$ cat src/rtl/uart_pkg.sv
// Shared definitions for the UART receive path: receiver states, FIFO entry
// layout and timing limits.
package uart_pkg;

    typedef enum logic [2:0] {
        IDLE,
        START,
        DATA,
        PARITY,
        STOP1,
        STOP2
    } rx_state_t;

    localparam int ENTRY_DATA_LSB = 0;
    localparam int ENTRY_DATA_W   = 8;
    localparam int ENTRY_FE_BIT   = 8;
    localparam int ENTRY_PE_BIT   = 9;
    localparam int ENTRY_WIDTH    = 10;

    localparam int MIN_CLK_DIV    = 4;

endpackage

$ cat src/rtl/rx_fifo_fwft.sv
// First-word-fall-through FIFO holding received words; owns the occupancy
// count, full/empty flags and the sticky overrun-drop rule.
module rx_fifo_fwft #(
    parameter int DEPTH     = 32,
    parameter int WIDTH     = 10,
    parameter int CNT_WIDTH = $clog2(DEPTH) + 1
) (
    input  logic                 clk,
    input  logic                 rst,
    input  logic                 push,
    input  logic [WIDTH-1:0]     wdata,
    input  logic                 pop,
    input  logic                 overrun_clr,
    output logic [WIDTH-1:0]     rdata,
    output logic                 empty,
    output logic                 full,
    output logic [CNT_WIDTH-1:0] count,
    output logic                 overrun
);

    localparam int PTR_W = $clog2(DEPTH);

    logic [WIDTH-1:0] mem [DEPTH];
    logic [PTR_W-1:0] wr_ptr;
    logic [PTR_W-1:0] rd_ptr;
    logic             do_pop;
    logic             do_push;
    logic             drop;

    assign empty   = (count == '0);
    assign full    = (count == CNT_WIDTH'(DEPTH));
    assign do_pop  = pop & ~empty;
    // A pop in the same cycle frees the slot, so a full FIFO can still accept.
    assign do_push = push & (~full | do_pop);
    assign drop    = push & full & ~do_pop;

    assign rdata = empty ? '0 : mem[rd_ptr];

    always_ff @(posedge clk) begin
        if (do_push) begin
            mem[wr_ptr] <= wdata;
        end
    end

    always_ff @(posedge clk) begin
        if (rst) begin
            wr_ptr  <= '0;
            rd_ptr  <= '0;
            count   <= '0;
            overrun <= 1'b0;
        end else begin
            if (do_push) begin
                wr_ptr <= wr_ptr + PTR_W'(1);
            end
            if (do_pop) begin
                rd_ptr <= rd_ptr + PTR_W'(1);
            end
            case ({do_push, do_pop})
                2'b10:   count <= count + CNT_WIDTH'(1);
                2'b01:   count <= count - CNT_WIDTH'(1);
                default: count <= count;
            endcase
            if (drop) begin
                overrun <= 1'b1;
            end else if (overrun_clr) begin
                overrun <= 1'b0;
            end
        end
    end

endmodule

$ cat src/rtl/uart_rx_fifo.sv
// Buffered UART receiver: synchronises rx, deserialises 5-8 bit frames with
// optional parity and one or two stop bits, and queues words with error flags.
//
// state  | meaning
// IDLE   | waiting for a falling edge on the synchronised line
// START  | timing to mid start bit; a high sample there is a glitch
// DATA   | sampling data bits, LSB first
// PARITY | sampling and checking the parity bit
// STOP1  | sampling first stop bit; pushes here for one-stop frames
// STOP2  | sampling second stop bit and pushing
module uart_rx_fifo
    import uart_pkg::*;
#(
    parameter int DIV_WIDTH  = 16,
    parameter int FIFO_DEPTH = 32,
    parameter int CNT_WIDTH  = $clog2(FIFO_DEPTH) + 1
) (
    input  logic                 clk,
    input  logic                 rst,
    input  logic                 rx,
    input  logic [DIV_WIDTH-1:0] clk_div,
    input  logic [3:0]           bits_per_word,
    input  logic                 parity_en,
    input  logic                 parity_odd,
    input  logic                 two_stop_bit,
    input  logic                 rd_en,
    output logic [7:0]           data_out,
    output logic                 frame_err_out,
    output logic                 parity_err_out,
    output logic                 empty,
    output logic                 full,
    output logic [CNT_WIDTH-1:0] counter,
    output logic                 busy,
    output logic                 overrun,
    input  logic                 overrun_clr
);

    rx_state_t              state;
    rx_state_t              state_nxt;
    logic                   rx_meta;
    logic                   rxs;
    logic                   rxs_q;
    logic [1:0]             sync_vld;
    logic                   start_edge;
    logic [DIV_WIDTH-1:0]   eff_div;
    logic [3:0]             eff_bits;
    logic [DIV_WIDTH-1:0]   tmr;
    logic [DIV_WIDTH-1:0]   div_l;
    logic [3:0]             bits_l;
    logic                   par_en_l;
    logic                   par_odd_l;
    logic                   two_stop_l;
    logic [2:0]             bit_idx;
    logic [7:0]             shift;
    logic                   frame_err;
    logic                   parity_err;
    logic                   sample;
    logic                   last_bit;
    logic                   push;
    logic [ENTRY_WIDTH-1:0] entry;
    logic [ENTRY_WIDTH-1:0] head;

    // rxs_q only tracks the line once reset values have flushed out of the
    // synchroniser, so a line held low through reset never looks like an edge.
    always_ff @(posedge clk) begin
        if (rst) begin
            rx_meta  <= 1'b1;
            rxs      <= 1'b1;
            sync_vld <= 2'b00;
            rxs_q    <= 1'b0;
        end else begin
            rx_meta  <= rx;
            rxs      <= rx_meta;
            sync_vld <= {sync_vld[0], 1'b1};
            rxs_q    <= rxs & sync_vld[1];
        end
    end

    assign start_edge = rxs_q & ~rxs;
    assign eff_div    = (clk_div < DIV_WIDTH'(MIN_CLK_DIV)) ? DIV_WIDTH'(MIN_CLK_DIV) : clk_div;
    assign eff_bits   = (bits_per_word >= 4'd5 && bits_per_word <= 4'd8) ? bits_per_word : 4'd8;
    assign sample     = (tmr == '0);
    assign last_bit   = ({1'b0, bit_idx} == bits_l - 4'd1);

    always_ff @(posedge clk) begin
        if (rst) begin
            state <= IDLE;
        end else begin
            state <= state_nxt;
        end
    end

    always_comb begin
        state_nxt = state;
        case (state)
            IDLE:    if (start_edge) state_nxt = START;
            START:   if (sample) state_nxt = rxs ? IDLE : DATA;
            DATA:    if (sample && last_bit) state_nxt = par_en_l ? PARITY : STOP1;
            PARITY:  if (sample) state_nxt = STOP1;
            STOP1:   if (sample) state_nxt = two_stop_l ? STOP2 : IDLE;
            STOP2:   if (sample) state_nxt = IDLE;
            default: state_nxt = IDLE;
        endcase
    end

    always_comb begin
        busy = (state != IDLE);
        push = 1'b0;
        case (state)
            STOP1:   push = sample & ~two_stop_l;
            STOP2:   push = sample;
            default: push = 1'b0;
        endcase
    end

    // The last stop sample is folded in combinationally since it pushes the same cycle.
    always_comb begin
        entry                                     = '0;
        entry[ENTRY_DATA_LSB +: ENTRY_DATA_W]     = shift;
        entry[ENTRY_FE_BIT]                       = frame_err | ~rxs;
        entry[ENTRY_PE_BIT]                       = parity_err;
    end

    always_ff @(posedge clk) begin
        if (rst) begin
            tmr        <= '0;
            div_l      <= '0;
            bits_l     <= '0;
            par_en_l   <= 1'b0;
            par_odd_l  <= 1'b0;
            two_stop_l <= 1'b0;
            bit_idx    <= '0;
            shift      <= '0;
            frame_err  <= 1'b0;
            parity_err <= 1'b0;
        end else if (state == IDLE) begin
            if (start_edge) begin
                tmr        <= (eff_div >> 1) - DIV_WIDTH'(1);
                div_l      <= eff_div;
                bits_l     <= eff_bits;
                par_en_l   <= parity_en;
                par_odd_l  <= parity_odd;
                two_stop_l <= two_stop_bit;
                bit_idx    <= '0;
                shift      <= '0;
                frame_err  <= 1'b0;
                parity_err <= 1'b0;
            end
        end else if (sample) begin
            tmr <= div_l - DIV_WIDTH'(1);
            case (state)
                DATA: begin
                    shift[bit_idx] <= rxs;
                    bit_idx        <= bit_idx + 3'd1;
                end
                PARITY:  parity_err <= (^shift) ^ rxs ^ par_odd_l;
                STOP1:   if (!rxs) frame_err <= 1'b1;
                default: ;
            endcase
        end else begin
            tmr <= tmr - DIV_WIDTH'(1);
        end
    end

    rx_fifo_fwft #(
        .DEPTH     (FIFO_DEPTH),
        .WIDTH     (ENTRY_WIDTH),
        .CNT_WIDTH (CNT_WIDTH)
    ) u_fifo (
        .clk         (clk),
        .rst         (rst),
        .push        (push),
        .wdata       (entry),
        .pop         (rd_en),
        .overrun_clr (overrun_clr),
        .rdata       (head),
        .empty       (empty),
        .full        (full),
        .count       (counter),
        .overrun     (overrun)
    );

    assign data_out       = head[ENTRY_DATA_LSB +: ENTRY_DATA_W];
    assign frame_err_out  = head[ENTRY_FE_BIT];
    assign parity_err_out = head[ENTRY_PE_BIT];

endmodule
$ cat config.mk
export PLATFORM = sky130hd
export DESIGN_NAME = uart_rx_fifo
export DESIGN_NICKNAME = d
export VERILOG_FILES = /design/src/rtl/uart_pkg.sv /design/src/rtl/rx_fifo_fwft.sv /design/src/rtl/uart_rx_fifo.sv
export SDC_FILE = /design/constraint.sdc
export NUM_CORES = 1
export LEC_CHECK = 0
export CAP_MARGIN = 20
export CORE_MARGIN = 3
export CORE_UTILIZATION = 30
export DETAILED_ROUTE_END_ITERATION = 10
export PLACE_DENSITY = 0.41
export SETUP_SLACK_MARGIN = 0.5
export SYNTH_ARGS = -nofsm -noshare
export SYNTH_HDL_FRONTEND = slang
export SYNTH_SLANG_ARGS = --single-unit
$ cat constraint.sdc
create_clock -name clk -period 3.6 [get_ports clk]
set_input_delay 0.54 -clock clk [delete_from_list [all_inputs] [get_ports clk]]
set_output_delay 0.54 -clock clk [all_outputs]
set_load 0.01 [all_outputs]
== Word-level counts from Yosys, hierarchy flattened ==
Memories as Yosys holds them, arrays and structs flattened. A register that Yosys moved wholly into a read port is not among the register bits.
Cells that the tools add are included.

* Bits in registers: 77
* Memory bits (writable): 320
* Bits of input ports: 28
* Output and inout port bits: 20
* Word-level logic and storage cells: 130
* Memories kept: 1

{| class="wikitable"
|+ Memory list
! name !! words !! bits a word !! read ports !! clocked after Yosys merged registers in !! wr ports !! line !! RTL
|-
| u_fifo.mem || 32 || 10 || 1 || 1 || 1 || rx_fifo_fwft.sv:23 || <nowiki>logic [WIDTH-1:0] mem [DEPTH];</nowiki>
|}

* $add $sub $neg: 9
* Magnitude comparators: 5
* Equality and inequality tests: 16
* Mux-type cells: 44
* Bitwise gates (word level): 16
* Reductions and logical operators: 19

{| class="wikitable"
|+ Operator list
! kind !! number
|-
| 16-bit 2-to-1 mux || 4
|-
| 3-bit 2-to-1 mux || 12
|-
| 8-bit 2-to-1 mux || 4
|-
| 16-bit by 1-bit subtractor with 16-bit output, second input constant || 2
|-
| 3-bit case mux with 6 select lines || 1
|-
| 16-bit zero test || 1
|-
| 16-bit by 3-bit < comparator with 1-bit output, second input constant || 1
|-
| 15-bit by 1-bit subtractor with 16-bit output, second input constant || 1
|-
| 1-bit 2-to-1 mux || 14
|-
| 2-bit inequality test, second input constant || 6
|-
| 6-bit case mux with 2 select lines || 1
|-
| 2-bit nonzero test || 6
|-
| 5-bit by 1-bit adder with 5-bit output, second input constant || 2
|-
| 10-bit 2-to-1 mux || 1
|-
| 5-bit 2-to-1 mux || 2
|-
| 8-bit bitwise mux || 1
|-
| 8-bit XOR reduction || 1
|-
| 1-bit AND || 7
|-
| 6-bit by 1-bit adder with 6-bit output, second input constant || 1
|-
| 3-bit by 2-bit == test with 1-bit output, second input constant || 2
|-
| 3-bit == test, second input constant || 2
|-
| 6-bit == test, second input constant || 1
|-
| 6-bit zero test || 1
|-
| 3-bit AND reduction || 2
|-
| 25 further kinds || 33
|}

== Depth between registers and ports, before layout ==
Gate-level depths: netlist of run 1.

* Depth after elaboration: 8
* Mapped depth: 13
* Depth with buffers taken out: 12

== By module ==
Synthesis of run 1 repeated with hierarchy kept, for this count alone.

* Cell total of the unflattened synthesis: 1146
* Area total of the unflattened synthesis: 17055.1 sq um

{| class="wikitable"
|+ By module, submodules not included
! module !! times used !! cells an instance !! area each (sq um) !! seq. area each (sq um)
|-
| rx_fifo_fwft || 1 || 721 || 13700.6 || 10049.6
|-
| uart_rx_fifo || 1 || 425 || 3354.5 || 1201.2
|}

== Worst setup path after synthesis of run 1 ==
No wires, ideal clock.

* Kind: flip-flop to flip-flop
* Start point: register tmr[3]
* End point: register u_fifo.count[5]
* Setup time: 0.128 ns
* Arrival: 2.663 ns
* Data required time: 3.472 ns
* Slack: 0.809 ns
* Cell stages (with the launch flop): 14
* Path buffers: 1
* Clock period less this slack: 2.791 ns
* Path through: dfxtp_1 > nor4_4 > nand4_4 > buf_6 > nor2_1 > nor2_1 > ha_1 > a21o_1 > a21oi_1 > o21bai_1 > a21oi_1 > mux2i_1 > xor2_1 > nor2_1

* Longest elaborated chain between the ends: 6
* Elaborated cells between the ends (all ways): 8
* Those cells by class: eq/ne: 2; mux: 2; bitwise: 2; reduce/logical: 2

{| class="wikitable"
|+ Ends and longest elaborated chain
! item !! line !! RTL
|-
| start, declared || uart_rx_fifo.sv:47 || <nowiki>logic [DIV_WIDTH-1:0] tmr;</nowiki>
|-
| start signal, assigned || uart_rx_fifo.sv:138 || <nowiki>tmr <= (eff_div >> 1) - DIV_WIDTH'(1);</nowiki>
|-
| start signal, assigned || uart_rx_fifo.sv:150 || <nowiki>tmr <= div_l - DIV_WIDTH'(1);</nowiki>
|-
| start signal, assigned || uart_rx_fifo.sv:161 || <nowiki>tmr <= tmr - DIV_WIDTH'(1);</nowiki>
|-
| 16-bit zero test (*) || uart_rx_fifo.sv:82 || <nowiki>assign sample = (tmr == '0);</nowiki>
|-
| 1-bit AND || uart_rx_fifo.sv:110 || <nowiki>STOP1: push = sample & ~two_stop_l;</nowiki>
|-
| 1-bit case mux with 2 select lines (*) || uart_rx_fifo.sv:109 || <nowiki>case (state)</nowiki>
|-
| 1-bit AND (*) || rx_fifo_fwft.sv:34 || <nowiki>assign do_push = push & (~full | do_pop);</nowiki>
|-
| 2-bit by 1-bit == test with 1-bit output or 2-bit == test (tied branches) || rx_fifo_fwft.sv:58 || <nowiki>case ({do_push, do_pop})</nowiki>
|-
| 6-bit case mux with 2 select lines or 2-bit nonzero test (tied branches) || - ||
|-
| end signal, assigned || rx_fifo_fwft.sv:59 || <nowiki>2'b10: count <= count + CNT_WIDTH'(1);</nowiki>
|-
| end signal, assigned || rx_fifo_fwft.sv:60 || <nowiki>2'b01: count <= count - CNT_WIDTH'(1);</nowiki>
|-
| end signal, assigned || rx_fifo_fwft.sv:61 || <nowiki>default: count <= count;</nowiki>
|-
| end, declared || rx_fifo_fwft.sv:17 || <nowiki>output logic [CNT_WIDTH-1:0] count,</nowiki>
|}

Every way passes the cells marked *; elsewhere a longest branch is shown, timed or not.
A chain may end at the register's enable or synchronous reset.

==> results of run 1 <==
through the flow:
stage | instance area (µm²) | instances
finish | 20500 | 1945
global route | 20500 | 1945
floorplan | 16800 | 1031
detailed placement | 18500 | 1839
global placement | 18500 | 1839
CTS | 20500 | 1944
cell usage in the layout, fill, tap and decap left out, types with 6 or more instances in the layout:
cell type / count
nor4_4: 6
nor3_1: 6
clkbuf_1: 13
mux4_2: 100
dfxtp_1: 80
clkdlybuf4s50_1: 36
o21ai_0: 8
mux2i_1: 14
nor2_1: 107
inv_1: 15
edfxtp_1: 320
clkinv_2: 6
ha_1: 12
nand4_1: 8
a211oi_1: 16
nor2b_1: 6
buf_4: 70
a21oi_1: 46
nand2_1: 71
nand3_1: 11
xnor2_1: 22
buf_2: 11
buf_16: 10
buf_12: 10
xor2_1: 13
clkbuf_16: 49
worst max-delay path, delay by kind of cell (launching register included):
family | cells | cell delay (ns)
flip-flops | 1 | 0.38
buffers and inverters | 4 | 0.53
AND/OR/NAND/NOR | 1 | 0.07
multiplexers | 3 | 1.27
kinds of logic after synthesis:
group	share of synthesized area, %
flops	66.9
simple gates	8.08
buf+inv	2.02
xor+xnor	1.82
compound gates	4.87
fa+ha+maj	1.01
mux	15.3
layout make-up:
| type | instances | area [µm²] |
|---|---|---|
| fillers | 5258 | 34800 |
| flip-flops and latches | 402 | 11300 |
| multi-input cells | 556 | 5290 |
| repair buffers | 141 | 1470 |
| clock buffers | 64 | 1300 |
| well taps | 748 | 936 |
| clock inverters | 18 | 223 |
| inverters | 16 | 62.6 |
worst min path at each step:
stage                       start   to  slack (ns)
after detailed placement  rx_meta  rxs        0.41
final                     rx_meta  rxs        0.42
after CTS                 rx_meta  rxs        0.42
after global placement    rx_meta  rxs        0.41
after global routing      rx_meta  rxs        0.43
after floorplan           rx_meta  rxs        0.39
per-layer routing:
| layer | wire length [µm] | vias up |
|---|---|---|
| met3 | 1590 | 45 |
| met2 | 20200 | 166 |
| li1 | - | 4276 |
| met5 | 0 | - |
| met1 | 20400 | 4829 |
| met4 | 683 | 0 |
timing repair:
item,4_1_cts,5_1_grt
pin swaps,5,6
gates resized for setup,68,4
buffers inserted,17,0
endpoints found under the setup margin,11,12
gates cloned,6,0
hold endpoints to repair,0,0
registers in the layout (all words and copies together) (netlist names), 2 cells and up, named ones only:
register	cells
bit_idx	3
bits_l	4
div_l	16
shift	8
state	3
sync_vld	2
tmr	16
u_fifo.count	6
u_fifo.mem	320
u_fifo.rd_ptr	5
u_fifo.wr_ptr	5
cells in the mapped netlist, types with 13 or more instances:
cell type	count
nand2_1	71
edfxtp_1	320
a211oi_1	16
dfxtp_1	82
inv_1	15
mux4_2	100
mux2i_1	21
xnor2_1	22
clkbuf_1	35
xor2_1	13
a21oi_1	46
nor2_1	109
power groups by stage:
stage | registers, mW | logic (mW) | clock network [mW]
6_report | 5.10 | 2.89 | 4.74
5_1_grt | 5.11 | 3.10 | 5.07
4_1_cts | 5.10 | 2.95 | 4.89
3_5_place_dp | 5.22 | 2.44 | 0
3_3_place_gp | 5.22 | 2.41 | 0
2_1_floorplan | 5.16 | 1.53 | 0
==> qor.yml, run 1 <==
critPathKind: "flip-flop to primary output"
synth_top_area_cell: "edfxtp_1"
drt-vias-per-instance: 4.79
io_buffers: 47
synth_ff_type: "edfxtp_1"
initial_core_util_pct: 30.4
power.density_nw_per_um2: 620
drc_errors: 0
clk_path_buf_depth: 3
relSlewSlack_pct: 31.0
num_antenna_cells: 0
area_growth_pct: 22.1
internal-power_mw: 9.43
fin_util_pct: 37.1
ant_nets: 0
die_h_um: 243
hp-class: "flip-flop to flip-flop"
synth-warning-count: 0
swShare_pct: 25.9
reg2reg_to: "u_fifo.count[5]"
power_mw: 12.7
power_frac_clock_pct: 37.2
status: "completed"
cap_violations: 0
required_ns: 3.06
htreeDepth: 2
slowest_delay_ns: 0.55
synth-edff-count: 320
cts_root_buf: "clkbuf_16"
startpoint_type: "flip-flop"
cts_buffers: 46
grt_pass1_wl_um: 65100
path_common_cell: "mux4_2"
antenna_found_initial: 1
drtIter0Drc: 690
syn-num-nets: 1072
cts_hold_buf: 0
synth_area_um2: 16800
dpl.hpwl_um: 26400
ios: 48
grt_use_met2_pct: 23.3
place_ws_ns: 0.221
fp.dieArea_um2: 58900
worstPathMaxFanout: 8
p_switching_mw: 3.30
setup_violations: 0
endpoint_kind: "primary output"
vias: 9316
seqPwrFrac_pct: 40.1
timing.final.ws_setup_ns: 0.237
cellLeakagePower_nw: 6.76
gp_congestion: 0.730
coreArea_um2: 55300
pwr-share-comb_pct: 22.7
row_count: 86
crit_path_top_delay_cell: "mux4_2"
drive_gt1_share_pct: 27.3
ys_top_cells_by_area: "edfxtp_1, mux4_2, dfxtp_1"
grtUsageTotal_pct: 14.7
hold_violations: 0
whs_ns: 0.417
fin_nets: 1204
syn_avg_cell_area_um2: 16.3
async_reset_ff_share_pct: 0
critical_path.endpoint: "frame_err_out"
fmax_mhz: 297
busiest_layer: "met2"
synth_cells: 1031
wl_per_cell_um: 22.1
arrival_ns: 2.82
rrSetupSlack_ns: 0.79
synth_seq_cells: 402
clock_sinks: 402
dr.pass1.iters: 5
drv_slew: 0
path_clk_slew_ns: 0.06
wirelength_um: 42900
fin_crit_sh_pct: 93.4
vdd_ir_drop_max_uv: 344
rsz0062_at_grt: "yes"
grt_overflow: 0
grt_max_degree: 45
skew_ns: 0.0191
reg2reg_from: "tmr[3]"
worstMarginPinSlew_ns: 1.03
global_route.usage.met1_pct: 21.2
grt_pass1_vias: 9632
netlist.area_leader.share_pct: 57.1
use_met3_pct: 2.59
dieWidth_um: 243
min_period_ns: 3.36
hold_depth: 1
r2r_cells: 12
finalSetupTns_ns: 0
cts_tree: "built"
ys_types: 76
ys_seq_area_share_pct: 66.9
insertion_delay_ns: 0.57
path_cells: "buf_12, buf_6, buf_16, mux4_2, mux4_2, mux2i_4, nor2_1, buf_2"
(Power assumes the default switching activity.)
==> inputs of run 2 (changes only) <==
GPL_TIMING_DRIVEN = 0   (was default)
TNS_END_PERCENT = 50   (was default)
==> run 2 against run 1 <==
  * Cell count grew 0.21%
  * Highest routed layer unchanged
  * Largest cell class unchanged
  * Clock power grew 2%
  * Critical endpoint is now data_out[1]
  * Worst setup slack lost 0.025 ns
  * Combinational power grew 2%
  * Largest power group unchanged
==> qor.yml, run 2 (synthesis results as in run 1) <==
status: "completed"
initial_core_util_pct: 30.4  # unchanged
hold_depth: 2  # +1
rrSetupSlack_ns: 0.54  # -0.25 ns
dpl.hpwl_um: 28500  # +7.8%
drt-vias-per-instance: 4.78  # -0.14%
drtIter0Drc: 632  # -8.4%
cellLeakagePower_nw: 6.67  # -1.3%
antenna_found_initial: 0  # -1
reg2reg_to: "u_fifo.mem[1][5]"
path_clk_slew_ns: 0.06  # about the same
htreeDepth: 2  # unchanged
fin_nets: 1207  # +0.25%
clock_sinks: 402  # unchanged
grt_pass1_vias: 9565  # -0.70%
largestRegisters: "u_fifo.mem: 320 flops, div_l: 16 flops, tmr: 16 flops"
worstMarginPinSlew_ns: 1.12  # +0.0836 ns
drv_slew: 0  # unchanged
fp.dieArea_um2: 58900  # unchanged
arrival_ns: 2.85  # +0.03 ns
multi_input_area_um2: 5450  # +3.1%
finalNonFillerCells: 1949  # +0.21%
insertion_delay_ns: 0.58  # about the same
grtUsageTotal_pct: 15.1  # +0.40 points
dp.cells: 1832  # -0.38%
setup_violations: 0  # unchanged
drive_gt1_share_pct: 28.6  # +1.2 points
timing.final.ws_setup_ns: 0.211  # -0.0253 ns
dr.pass1.iters: 5  # unchanged
dpl-instance-area_um2: 18300  # -1.0%
swShare_pct: 25.6  # -0.27 points
worstPathMaxFanout: 6  # -2
dieWidth_um: 243  # unchanged
wl_met3_um: 2000  # +26%
largest_register_ff_count: 320  # unchanged
clk_path_buf_depth: 3  # unchanged
fillers: 5246  # -0.23%
layout_common_cells: "edfxtp_1, mux4_2, nor2_1"
crit_path_top_delay_cell: "mux4_2"
skew_ns: 0.0237  # +0.00457 ns
ant_nets: 0  # unchanged
top_layer_used: "met4"
internal-power_mw: 9.59  # +1.7%
p_switching_mw: 3.31  # +0.25%
die_h_um: 243  # unchanged
reg2reg_from: "tmr[1]"
gp_congestion: 0.757  # +3.7%
critical_path_buf_inv_count: 4  # unchanged
wl_met2_um: 20600  # +1.8%
power.density_nw_per_um2: 625  # +0.87%
critPathKind: "flip-flop to primary output"
hold_violations: 0  # unchanged
final_area_um2: 20600  # +0.45%
cap_violations: 0  # unchanged
power_frac_clock_pct: 37.6  # +0.4 points
final_common_cell: "edfxtp_1"
whs_endpoint: "tmr[15]"
fin_util_pct: 37.3  # +0.17 points
grt_max_degree: 35  # -22%
relSlewSlack_pct: 25.6  # -5.5 points
seqPwrFrac_pct: 39.5  # -0.6 points
path_delay_family: "multiplexers"
row_count: 86  # unchanged
cts_tree: "built"
area_growth_pct: 22.6
io_buffers: 46  # -2.1%
pwr-share-comb_pct: 22.9  # +0.2 points
grt_pass1_wl_um: 65700  # +0.99%
rsz0062_at_grt: "yes"
regMostFlops: "u_fifo.mem"
startpoint_type: "flip-flop"
min_period_ns: 3.39  # +0.0253 ns
seqCellArea_um2: 11300  # about the same
grt_overflow: 0  # unchanged
place_ws_ns: -0.373  # -0.594 ns
coreArea_um2: 55300  # unchanged
ios: 48  # unchanged
wirelength_um: 44100  # +2.8%
vdd_ir_drop_max_uv: 297  # -14%
cts_root_buf: "clkbuf_16"
whs_ns: 0.188  # -0.229 ns
m1WireLength_um: 20700  # +1.3%
required_ns: 3.06  # about the same
vias: 9322  # +0.064%
endpoint_kind: "primary output"
r2r_cells: 6  # -6
hp-class: "input port to flip-flop"
fin_crit_sh_pct: 94.1  # +0.70 points
num_antenna_cells: 0  # unchanged
drc_errors: 0  # unchanged
hold_start: "rst"
wl_per_cell_um: 22.6  # +2.6%
path_cells: "clkbuf_16, buf_12, buf_12, mux4_2, mux4_2, mux2i_4, nor2_1, buf_2"
cts_buffers: 47  # +2.2%
slowest_delay_ns: 0.56  # about the same
fmax_mhz: 295  # -0.75%
run 2: worst max-delay path by stage:
stage / from / endpoint / slack (ns) / cells after the start
6_report: flip-flop / data_out[1] / 0.21 / 8
5_1_grt: flip-flop / data_out[1] / 0.09 / 8
4_1_cts: flip-flop / data_out[1] / 0.14 / 8
3_5_place_dp: flip-flop / data_out[7] / -0.37 / 7
3_3_place_gp: clk_div[12] / tmr[14] / -0.43 / 12
2_1_floorplan: tmr[3] / u_fifo.count[5] / 0.81 / 13
run 2: worst reg2reg max path, delay by kind of cell, from the launching register on:
kind                   cells  cell delay, ns
and+or+nand+nor            5            2.18
buffers and inverters      1            0.23
DFF                        1            0.35
run 2: timing repair:
item                       in CTS  in global routing
gates resized for setup       136                 28
cloned                          2                  0
setup buffers                  20                  9
pin swaps                       4                  7
setup endpoints to repair     326                250
hold buffers                    0                  0
run 2: power by group through the flow:
stage	sequential (mW)	clock (mW)	combinational, mW
2_1_floorplan	5.16	0	1.53
3_3_place_gp	5.17	0	2.43
3_5_place_dp	5.17	0	2.43
4_1_cts	5.09	4.99	2.91
5_1_grt	5.11	5.19	3.17
6_report	5.10	4.85	2.95
run 2: layer usage:
layer  vias to the layer above  global-route usage, %
met4                         0                   4.22
met1                      4761                   21.5
met5                         -                      0
met2                       198                   23.5
met3                        49                   3.08
li1                       4314                      -
run 2: final cells by class:
type                    count  share of cell area, %
clock inverters            16                   1.10
clock buffers              68                   6.49
inverters                  16                  0.303
flip-flops and latches    402                   54.6
multi-input cells         556                   26.4
repair buffers             86                   4.33
plain buffers              57                   2.22
well taps                 748                   4.54
run 2: stage by stage:
stage | power, mW | TNS (ns)
after global routing | 13.5 | 0
after global placement | 7.60 | -5.40
after floorplan | 6.70 | 0
after detailed placement | 7.59 | -4.75
final | 12.9 | 0
after CTS | 13.0 | 0
==> inputs of run 3 (changes only) <==
CTS_CLUSTER_SIZE = 28   (was default)
clock period = 3.9 ns   (was 3.6 ns; I/O delays follow)
==> run 3 against run 2 <==
  * Clock skew rose by 0.0011 ns
  * Wire length fell by 0.17%
  * Worst hold slack improved by 0.044 ns
  * Cell count barely moved
  * Combinational power fell by 10%
  * Register-to-register slack improved by 0.18 ns
  * Largest power group unchanged
  * Sequential cell count did not move
  * Largest cell class unchanged
  * Critical path depth did not move
  * First-iteration DRC count rose by 10%
  * Via count fell by 0.45%
  * Highest routed layer unchanged
  * Clock-buffer cell count did not move
  * Clock power fell by 7.8%
==> qor.yml, run 3 (synthesis results as in run 1) <==
required_ns: 3.31  # +0.25 ns
fillers: 5263  # +0.32%
fp.dieArea_um2: 58900  # unchanged
cts_hold_buf: 0  # unchanged
drc_errors: 0  # unchanged
fin_util_pct: 37.1  # -0.23 points
largest_register_ff_count: 320  # unchanged
largestRegisters: "u_fifo.mem: 320 flops, div_l: 16 flops, tmr: 16 flops"
reg2reg_from: "tmr[13]"
clk_path_buf_depth: 3  # unchanged
coreArea_um2: 55300  # unchanged
min_period_ns: 3.45
setup_violations: 0  # unchanged
drv_slew: 0  # unchanged
relSlewSlack_pct: 25.4  # -0.22 points
drt-vias-per-instance: 4.76  # -0.40%
r2r_cells: 5  # -1
dr.pass1.iters: 6  # +1
fmax_mhz: 290
wl_per_cell_um: 22.6  # -0.12%
clock_sinks: 402  # unchanged
layout_common_cells: "edfxtp_1, mux4_2, nor2_1"
drive_gt1_share_pct: 26.7  # -1.9 points
startpoint_type: "flip-flop"
drtIter0Drc: 697  # +10%
dieWidth_um: 243  # unchanged
skew_ns: 0.0248  # +0.00115 ns
cts_root_buf: "clkbuf_16"
area_growth_pct: 21.9
io_buffers: 46  # unchanged
critPathKind: "flip-flop to primary output"
hold_start: "rst"
power.density_nw_per_um2: 577  # -7.7%
vias: 9280  # -0.45%
dpl-instance-area_um2: 18300  # unchanged
worstPathMaxFanout: 8  # +2
die_h_um: 243  # unchanged
antenna_found_initial: 0  # unchanged
ios: 48  # unchanged
endpoint_kind: "primary output"
regMostFlops: "u_fifo.mem"
worstMarginPinSlew_ns: 1.12  # +0.00327 ns
ant_nets: 0  # unchanged
row_count: 86  # unchanged
fin_crit_sh_pct: 88.6
wirelength_um: 44100  # -0.17%
grt_overflow: 0  # unchanged
status: "completed"
cap_violations: 0  # unchanged
fin_nets: 1206  # -0.083%
timing.final.ws_setup_ns: 0.446  # +0.235 ns
arrival_ns: 2.87  # +0.02 ns
whs_ns: 0.233  # +0.0444 ns
gp_congestion: 0.757  # unchanged
htreeDepth: 2  # unchanged
grt_max_degree: 35  # unchanged
cts_tree: "built"
vdd_ir_drop_max_uv: 332  # +12%
num_antenna_cells: 0  # unchanged
initial_core_util_pct: 30.4  # unchanged
rsz0062_at_grt: "yes"
hp-class: "input port to flip-flop"
grtUsageTotal_pct: 15.1  # about the same
hold_depth: 2  # unchanged
path_clk_slew_ns: 0.06  # about the same
power_mw: 11.8  # -8.3%
final_area_um2: 20500  # -0.61%
grt_pass1_wl_um: 65700  # about the same
whs_endpoint: "tmr[15]"
hold_violations: 0  # unchanged
cts_buffers: 47  # unchanged
insertion_delay_ns: 0.58  # about the same
cellLeakagePower_nw: 6.67  # about the same
rrSetupSlack_ns: 0.72  # +0.18 ns
final_common_cell: "edfxtp_1"
reg2reg_to: "u_fifo.mem[26][8]"
grt_pass1_vias: 9544  # -0.22%
dpl.hpwl_um: 28500  # unchanged
place_ws_ns: -0.118  # +0.255 ns
[run 3: cell count changes in the layout (fill, tap and decap cells not counted), moves of 2 or more]
cell     change
buf_4        -2
dfxtp_2      -3
nor2_4       -9
a21oi_1      +2
dfxtp_1      +3
a21oi_2      -2
nor2_2       -5
nor4_4       -2
nor2_1      +14
[run 3: layout make-up]
type / count / area [µm²] / area share (%)
Tap cell: 748 / 936 / 4.57
Inverter: 16 / 62.6 / 0.305
Multi-Input combinational cell: 556 / 5330 / 26.0
Clock inverter: 16 / 226 / 1.10
Sequential cell: 402 / 11300 / 54.9
Timing Repair Buffer: 85 / 890 / 4.34
Buffer: 57 / 455 / 2.22
Clock buffer: 68 / 1340 / 6.53
[run 3: timing repair]
item	in CTS	in global routing
buffers inserted	17	8
endpoints found under the setup margin	83	230
pin swaps	2	4
resized for setup	114	16
cloned	2	0
[run 3: per-stage QoR]
step                std cells  TNS (ns)
finish                   1948         0
global route             1948         0
CTS                      1935         0
detailed placement       1832    -0.715
global placement         1825     -1.27
floorplan                1031         0
[run 3: per-layer routing]
| layer | part of all wire, % | track usage [%] |
|---|---|---|
| met5 | 0 | 0 |
| met4 | 1.9 | 4.25 |
| met3 | 4.6 | 3.00 |
| met2 | 47 | 23.4 |
| met1 | 47 | 21.6 |
[run 3: worst max-delay path by stage]
stage	to	depth (start not counted)
after floorplan	u_fifo.count[5]	13
after global placement	tmr[14]	12
after detailed placement	data_out[7]	7
after CTS	data_out[1]	8
after global routing	data_out[1]	8
final	data_out[1]	8
[run 3: power breakdown]
group | internal (mW) | total, mW | leakage, nW | switching [mW]
clock | 2.76 | 4.47 | 0.759 | 1.71
sequential | 4.63 | 4.70 | 3.78 | 0.0728
combinational | 1.42 | 2.65 | 2.13 | 1.23
[run 3: worst max-delay path, cell delays in order, from the launching register on]
cell	delay, ns
dfxtp_4	0.38
clkbuf_16	0.19
buf_12	0.14
buf_12	0.10
mux4_2	0.53
mux4_2	0.55
mux2i_4	0.20
nor2_1	0.07
buf_2	0.14
